File: config.mk
export PLATFORM = sky130hd
export DESIGN_NAME = imgproc_bgsub_pipe
export DESIGN_NICKNAME = d
export VERILOG_FILES = /design/src/rtl/imgproc_bgsub_pipe.sv
export SDC_FILE = /design/constraint.sdc
export NUM_CORES = 1
export LEC_CHECK = 0
export ABC_AREA = 1
export CORE_ASPECT_RATIO = 0.6
export CORE_MARGIN = 5
export CORE_UTILIZATION = 40
export DETAILED_ROUTE_END_ITERATION = 8
export PLACE_DENSITY = 0.67
export SETUP_SLACK_MARGIN = 0.15
export SLEW_MARGIN = 20
export SYNTH_ARGS = -nofsm -noshare
export SYNTH_HDL_FRONTEND = slang
export SYNTH_SLANG_ARGS = --single-unit
File: constraint.sdc
create_clock -name clk -period 37.6 [get_ports clk]
set_clock_uncertainty 0.05 [all_clocks]
set_input_delay 3.76 -clock clk [delete_from_list [all_inputs] [get_ports clk]]
set_output_delay 3.76 -clock clk [all_outputs]
set_load 0.02 [all_outputs]
File: src/rtl/imgproc_bgsub_pipe.sv
// Pipelined background subtraction: scans a frame, thresholds |pixel - background| per lane, counts pixels.
// Optional BG_UPDATE_EN macro enables the running-average background write-back.
module imgproc_bgsub_pipe #(
    parameter int PIX_W        = 8,
    parameter int PIX_PER_WORD = 16,
    parameter int ADDR_W       = 13,
    parameter int NUM_WORDS    = 8192,
    parameter int RD_LAT       = 1,
    parameter int CNT_W        = 16,
    parameter int ALPHA_SHIFT  = 3
) (
    input  logic                          clk,
    input  logic                          rst_n,
    input  logic                          start,
    input  logic [2:0]                    currentFrame,
    input  logic [PIX_W-1:0]              threshold,
    input  logic [PIX_W*PIX_PER_WORD-1:0] readPixel,
    input  logic [PIX_W*PIX_PER_WORD-1:0] bgPixel,
    output logic                          readEn,
    output logic [ADDR_W-1:0]             readAddress,
    output logic                          writeEn,
    output logic [ADDR_W-1:0]             writeAddress,
    output logic [PIX_W*PIX_PER_WORD-1:0] subtractedPixel,
    output logic                          bgWriteEn,
    output logic [PIX_W*PIX_PER_WORD-1:0] bgWriteData,
    output logic                          busy,
    output logic                          done,
    output logic [2:0]                    doneFrame,
    output logic [CNT_W-1:0]              goodCnt,
    output logic [CNT_W-1:0]              badCnt
);
    localparam int W       = PIX_W * PIX_PER_WORD;
    localparam int LANE_CW = $clog2(PIX_PER_WORD + 1);
    localparam int SUM_W   = CNT_W + LANE_CW;
    localparam logic [ADDR_W-1:0] LAST_ADDR = ADDR_W'(NUM_WORDS - 1);
    localparam logic [SUM_W-1:0]  CNT_MAX   = {{LANE_CW{1'b0}}, {CNT_W{1'b1}}};

    if (RD_LAT < 1 || RD_LAT > 3 || NUM_WORDS < 1 || NUM_WORDS > (1 << ADDR_W) ||
        ALPHA_SHIFT < 0 || ALPHA_SHIFT > PIX_W) begin : gBadParams
        $error("imgproc_bgsub_pipe: parameter out of range");
    end

    typedef enum logic [1:0] {IDLE, SCAN, DRAIN, DONE} stateT;
    stateT state, nextState;

    logic [RD_LAT-1:0] vPipe;
    logic [ADDR_W-1:0] aPipe [RD_LAT];
    logic [2:0]        latchedFrame;
    logic [PIX_W-1:0]  latchedThr;

    logic [PIX_W-1:0]   pixLane, bgLane, diffLane;
    logic [LANE_CW-1:0] fgCount, bgCount;
    logic [W-1:0]       maskedWord;

    function automatic logic [CNT_W-1:0] satAdd(input logic [CNT_W-1:0] a, input logic [LANE_CW-1:0] b);
        logic [SUM_W-1:0] s;
        s = {{LANE_CW{1'b0}}, a} + {{CNT_W{1'b0}}, b};
        return (s > CNT_MAX) ? {CNT_W{1'b1}} : s[CNT_W-1:0];
    endfunction

    always_ff @(posedge clk) begin
        if (!rst_n) state <= IDLE;
        else        state <= nextState;
    end

    // DRAIN ends once the last issued word has left the read pipe (it is being written this cycle).
    always_comb begin
        nextState = state;
        case (state)
            IDLE:    if (start) nextState = SCAN;
            SCAN:    if (readAddress == LAST_ADDR) nextState = DRAIN;
            DRAIN:   if (vPipe == '0) nextState = DONE;
            DONE:    nextState = IDLE;
            default: nextState = IDLE;
        endcase
    end

    always_comb begin
        readEn = (state == SCAN);
        busy   = (state != IDLE);
        done   = (state == DONE);
    end

    always_comb begin
        maskedWord = '0;
        fgCount    = '0;
        pixLane    = '0;
        bgLane     = '0;
        diffLane   = '0;
        for (int i = 0; i < PIX_PER_WORD; i++) begin
            pixLane  = readPixel[i*PIX_W +: PIX_W];
            bgLane   = bgPixel[i*PIX_W +: PIX_W];
            diffLane = (pixLane >= bgLane) ? pixLane - bgLane : bgLane - pixLane;
            if (diffLane >= latchedThr) begin
                maskedWord[i*PIX_W +: PIX_W] = diffLane;
                fgCount = fgCount + LANE_CW'(1);
            end
        end
    end
    assign bgCount = LANE_CW'(PIX_PER_WORD) - fgCount;

    always_ff @(posedge clk) begin
        if (!rst_n) begin
            readAddress     <= '0;
            vPipe           <= '0;
            for (int i = 0; i < RD_LAT; i++) aPipe[i] <= '0;
            writeEn         <= 1'b0;
            writeAddress    <= '0;
            subtractedPixel <= '0;
            goodCnt         <= '0;
            badCnt          <= '0;
            doneFrame       <= '0;
            latchedFrame    <= '0;
            latchedThr      <= '0;
        end else begin
            if (state == IDLE && start) begin
                latchedFrame <= currentFrame;
                latchedThr   <= threshold;
                goodCnt      <= '0;
                badCnt       <= '0;
                readAddress  <= '0;
            end else if (state == SCAN && readAddress != LAST_ADDR) begin
                readAddress <= readAddress + 1'b1;
            end
            vPipe[0] <= readEn;
            aPipe[0] <= readAddress;
            for (int i = 1; i < RD_LAT; i++) begin
                vPipe[i] <= vPipe[i-1];
                aPipe[i] <= aPipe[i-1];
            end
            writeEn <= vPipe[RD_LAT-1];
            if (vPipe[RD_LAT-1]) begin
                writeAddress    <= aPipe[RD_LAT-1];
                subtractedPixel <= maskedWord;
                goodCnt         <= satAdd(goodCnt, bgCount);
                badCnt          <= satAdd(badCnt, fgCount);
            end
            if (nextState == DONE) doneFrame <= latchedFrame;
        end
    end

`ifdef BG_UPDATE_EN
    logic signed [PIX_W+1:0] delta, updLane;
    logic [W-1:0]            bgNext;

    // Floor-shifted step toward the pixel, clamped back into the unsigned lane range.
    always_comb begin
        bgNext  = '0;
        delta   = '0;
        updLane = '0;
        for (int i = 0; i < PIX_PER_WORD; i++) begin
            delta   = $signed({2'b00, readPixel[i*PIX_W +: PIX_W]}) - $signed({2'b00, bgPixel[i*PIX_W +: PIX_W]});
            updLane = $signed({2'b00, bgPixel[i*PIX_W +: PIX_W]}) + (delta >>> ALPHA_SHIFT);
            if (updLane[PIX_W+1])    bgNext[i*PIX_W +: PIX_W] = '0;
            else if (updLane[PIX_W]) bgNext[i*PIX_W +: PIX_W] = {PIX_W{1'b1}};
            else                     bgNext[i*PIX_W +: PIX_W] = updLane[PIX_W-1:0];
        end
    end

    always_ff @(posedge clk) begin
        if (!rst_n) begin
            bgWriteEn   <= 1'b0;
            bgWriteData <= '0;
        end else begin
            bgWriteEn <= vPipe[RD_LAT-1];
            if (vPipe[RD_LAT-1]) bgWriteData <= bgNext;
        end
    end
`else
    assign bgWriteEn   = 1'b0;
    assign bgWriteData = '0;
`endif

endmodule

==> results.md <==
* Ys Warns at 0
* Combinational share of power at 73.3%
* Yosys cell types at 53
* Via/cell ratio at 4.87
* Final hold slack at 0.390 ns
* Die H at 197 um
* Sequential standard cell area at 4350 um2
* Max Clock Freq at 57.9 MHz
* Setup TNS at 0 ns
* Status: finished, final reports clean
* GR Util All Layers at 22.1%
* CTS clk-pin slew, worst paths at 0.07 ns
* CTS tree: done
* Critical Path AT at 17.69 ns
* Most used cell, CP: nand2_1
* Antenna violations before repair at 2
* Post_cts resized at 0
* Worst R2R Path Depth at 72
* Final slew viol count at 0
* Remaining antenna violation count after routing at 0
* Max-slew headroom at the worst pin at 43.1%
* DRC viols at 0
* CP peak stage delay at 0.43 ns
* Post-synth EDFFs at 0
* Crit path kind: in2reg
* GP Congestion at 0.904
* Clk root buf: clkbuf_16
* Die Footprint at 63100 um2
* Row count at 68
* Critical Path RT at 38.00 ns
* Post-synth ARST share at 0%
* Total power draw at 1.98 mW
* Final net count at 4528
* Multi-input gate area at 15800 um2
* CTS Buffer Depth at 3
* Internal power at 0.969 mW
* Crit-path max FO at 11
* Fin area at 29200 um2
* Main synth FF type: dfxtp_1
* Switch share at 51.2%
* Final hold viol count at 0
* Synthesized area per cell at 6.88 um2
* Synth Instances at 3375
* Leak at 14.5 nW
* Sequential share of power at 12.8%
* Sequential fraction of the synthesis area at 18.7%
* Cell Area, Placed at 28200 um2
* Clock period minus worst slack at 17.28 ns
* Detailed Routing Iterations Pass 1 at 6
* DP Wirelength at 59900 um
* Final non-filler cell total at 4619
* Global route overflow at 0
* Final setup fails at 0
* Routed vias at 22500
* Clock Sinks at 217
* Slew at the pin closest to its max-slew limit at 0.854 ns
* Initial Util at 40.4%
* Total length of routed wires at 74300 um
* Max-cap viol count at 0
* Slowest CP cell: clkdlybuf4s50_1
* Average wire per standard cell at 16.1 um
* Dpl cells at 4570
* CTS Buf Count at 25
* NetSw at 1.02 mW
* R2R Path End: goodCnt[6]
* Die Wd at 321 um
* First-pass GRT wire length at 115000 um
* Worst Hold Class: reg2reg
* Worst setup margin at 20.32 ns
* H-tree Lvls at 1
* Layout cells sized above 1 at 3.17%
* Netlist area before placement at 23200 um2
* Peak VDD IR at 0.129 mV
* Port buffer count at 462
* Worst reg-to-reg setup slack at 24.88 ns
* I/O pins at 592
* Worst skew pair latency at 0.55 ns
* 1st-iter DRT viols at 1775
* Postcts setup bufs at 0
* Final worst path period share at 46.0%
* RSZ-0062 raised after global routing: no
* Worst R2R Start: latchedThr[1]
* Crit end category: flip-flop
* Area Overhead vs Synth at 25.6%
* Pwr/cell area at 68.1 nW/um2
* Critical Path Start: readPixel[8]
* FILL cells at 5698
* Clk network pwr share at 13.9%
* Fin util at 50.8%
* Worst setup path endpoint: goodCnt[6]
* Post-place setup slack at 19.87 ns
* Quantity of hold-fixing buffers added after cts at 0
* Pin count of the biggest net entering global routing at 89
* Core footprint at 57400 um2
* FF+latch count, synth at 217
* Vias in the first global route at 20700
* Startpoint types: input port
==> worst max-delay path, delay by kind of cell <==
family / cells / cell delay, ns
compound gates: 9 / 1.60
fa+ha+maj: 18 / 5.40
simple gates: 41 / 4.92
mux: 1 / 0.34
xor+xnor: 1 / 0.17
buf+inv: 13 / 1.48
==> routing by layer <==
metal,GRT usage (%),share of wire [%]
met2,34.0,42
met4,2.67,1.2
met5,0,0
met1,33.8,51
met3,3.18,6.0
==> final cells by class <==
type	instances	share of cell area (%)
flip-flops and latches	217	14.9
inverters	626	8.09
clock inverters	13	0.734
multi-input cells	2480	54.3
diodes	3	0.0258
clock buffers	33	2.39
well taps	770	3.30
repair buffers	477	16.2
==> cell families (layout without fill, tap and decap cells) <==
group | after synthesis | in the layout | synth area share [%]
buffers and inverters | 806 | 1149 | 15.1
DFF | 217 | 217 | 18.7
xor gates and xnor gates | 111 | 111 | 4.22
adders and majority gates | 431 | 431 | 24.3
and+or+nand+nor | 1135 | 1135 | 20.4
muxes | 27 | 27 | 1.18
AOI/OAI and AO/OA | 647 | 647 | 16.0
other | 1 | 132 | 0.0162
==> state kept, by name, indices dropped and copies added (netlist names), 2 cells and up <==
register	flops
readAddress	13
latchedFrame	3
writeAddress	13
subtractedPixel	128
goodCnt	16
latchedThr	8
badCnt	16
state	2
doneFrame	3
aPipe	13
==> power groups by stage <==
| stage | combinational (mW) | clock, mW | sequential, mW |
|---|---|---|---|
| 6_report | 1.45 | 0.276 | 0.255 |
| 5_1_grt | 1.68 | 0.292 | 0.256 |
| 4_1_cts | 1.45 | 0.283 | 0.255 |
| 3_5_place_dp | 1.45 | 0 | 0.260 |
| 3_3_place_gp | 1.42 | 0 | 0.260 |
| 2_1_floorplan | 1.13 | 0 | 0.273 |
==> layout by cell type, fill, tap and decap left out, types with 5 or more instances in the layout <==
master	instances
a211oi_1	24
a21o_1	5
a21oi_1	313
a221o_1	7
a221oi_1	9
a22oi_1	48
a31oi_1	5
and3_1	7
buf_4	15
bufinv_16	5
clkbuf_16	25
clkdlybuf4s50_1	462
conb_1	129
dfxtp_1	215
fa_1	34
ha_1	397
inv_1	617
inv_2	6
mux2i_1	24
nand2_1	708
nand2_2	11
nand3_1	102
nand3_2	7
nand3b_1	16
nand4_1	34
nor2_1	196
nor3_1	25
o211ai_1	9
o21a_1	11
o21ai_0	163
o21bai_1	13
o221ai_1	13
o22ai_1	8
or2_2	23
xnor2_1	40
xor2_1	70
==> worst min-delay path by stage <==
stage,from,to,slack (ns),cells past startpoint
after floorplan,aPipe[0][0],writeAddress[0],0.38,2
after global placement,latchedThr[3],latchedThr[3],0.38,2
after detailed placement,latchedThr[3],latchedThr[3],0.38,2
after CTS,latchedThr[3],latchedThr[3],0.39,2
after global routing,latchedThr[3],latchedThr[3],0.41,2
final,latchedThr[3],latchedThr[3],0.39,2
==> cells in the mapped netlist, types with 25 or more instances <==
cell / count / share of area [%]
clkbuf_1: 50 / 0.81
o21ai_0: 163 / 3.5
a22oi_1: 48 / 1.6
nand3_1: 102 / 2.2
xor2_1: 70 / 2.6
ha_1: 397 / 21
nand4_1: 34 / 0.92
nand2_1: 708 / 11
nor3_1: 25 / 0.54
buf_4: 129 / 4.2
dfxtp_1: 217 / 19
xnor2_1: 40 / 1.5
inv_1: 618 / 10
fa_1: 34 / 2.9
nor2_1: 196 / 3.2
a21oi_1: 313 / 6.8
(Power assumes the default switching activity.)
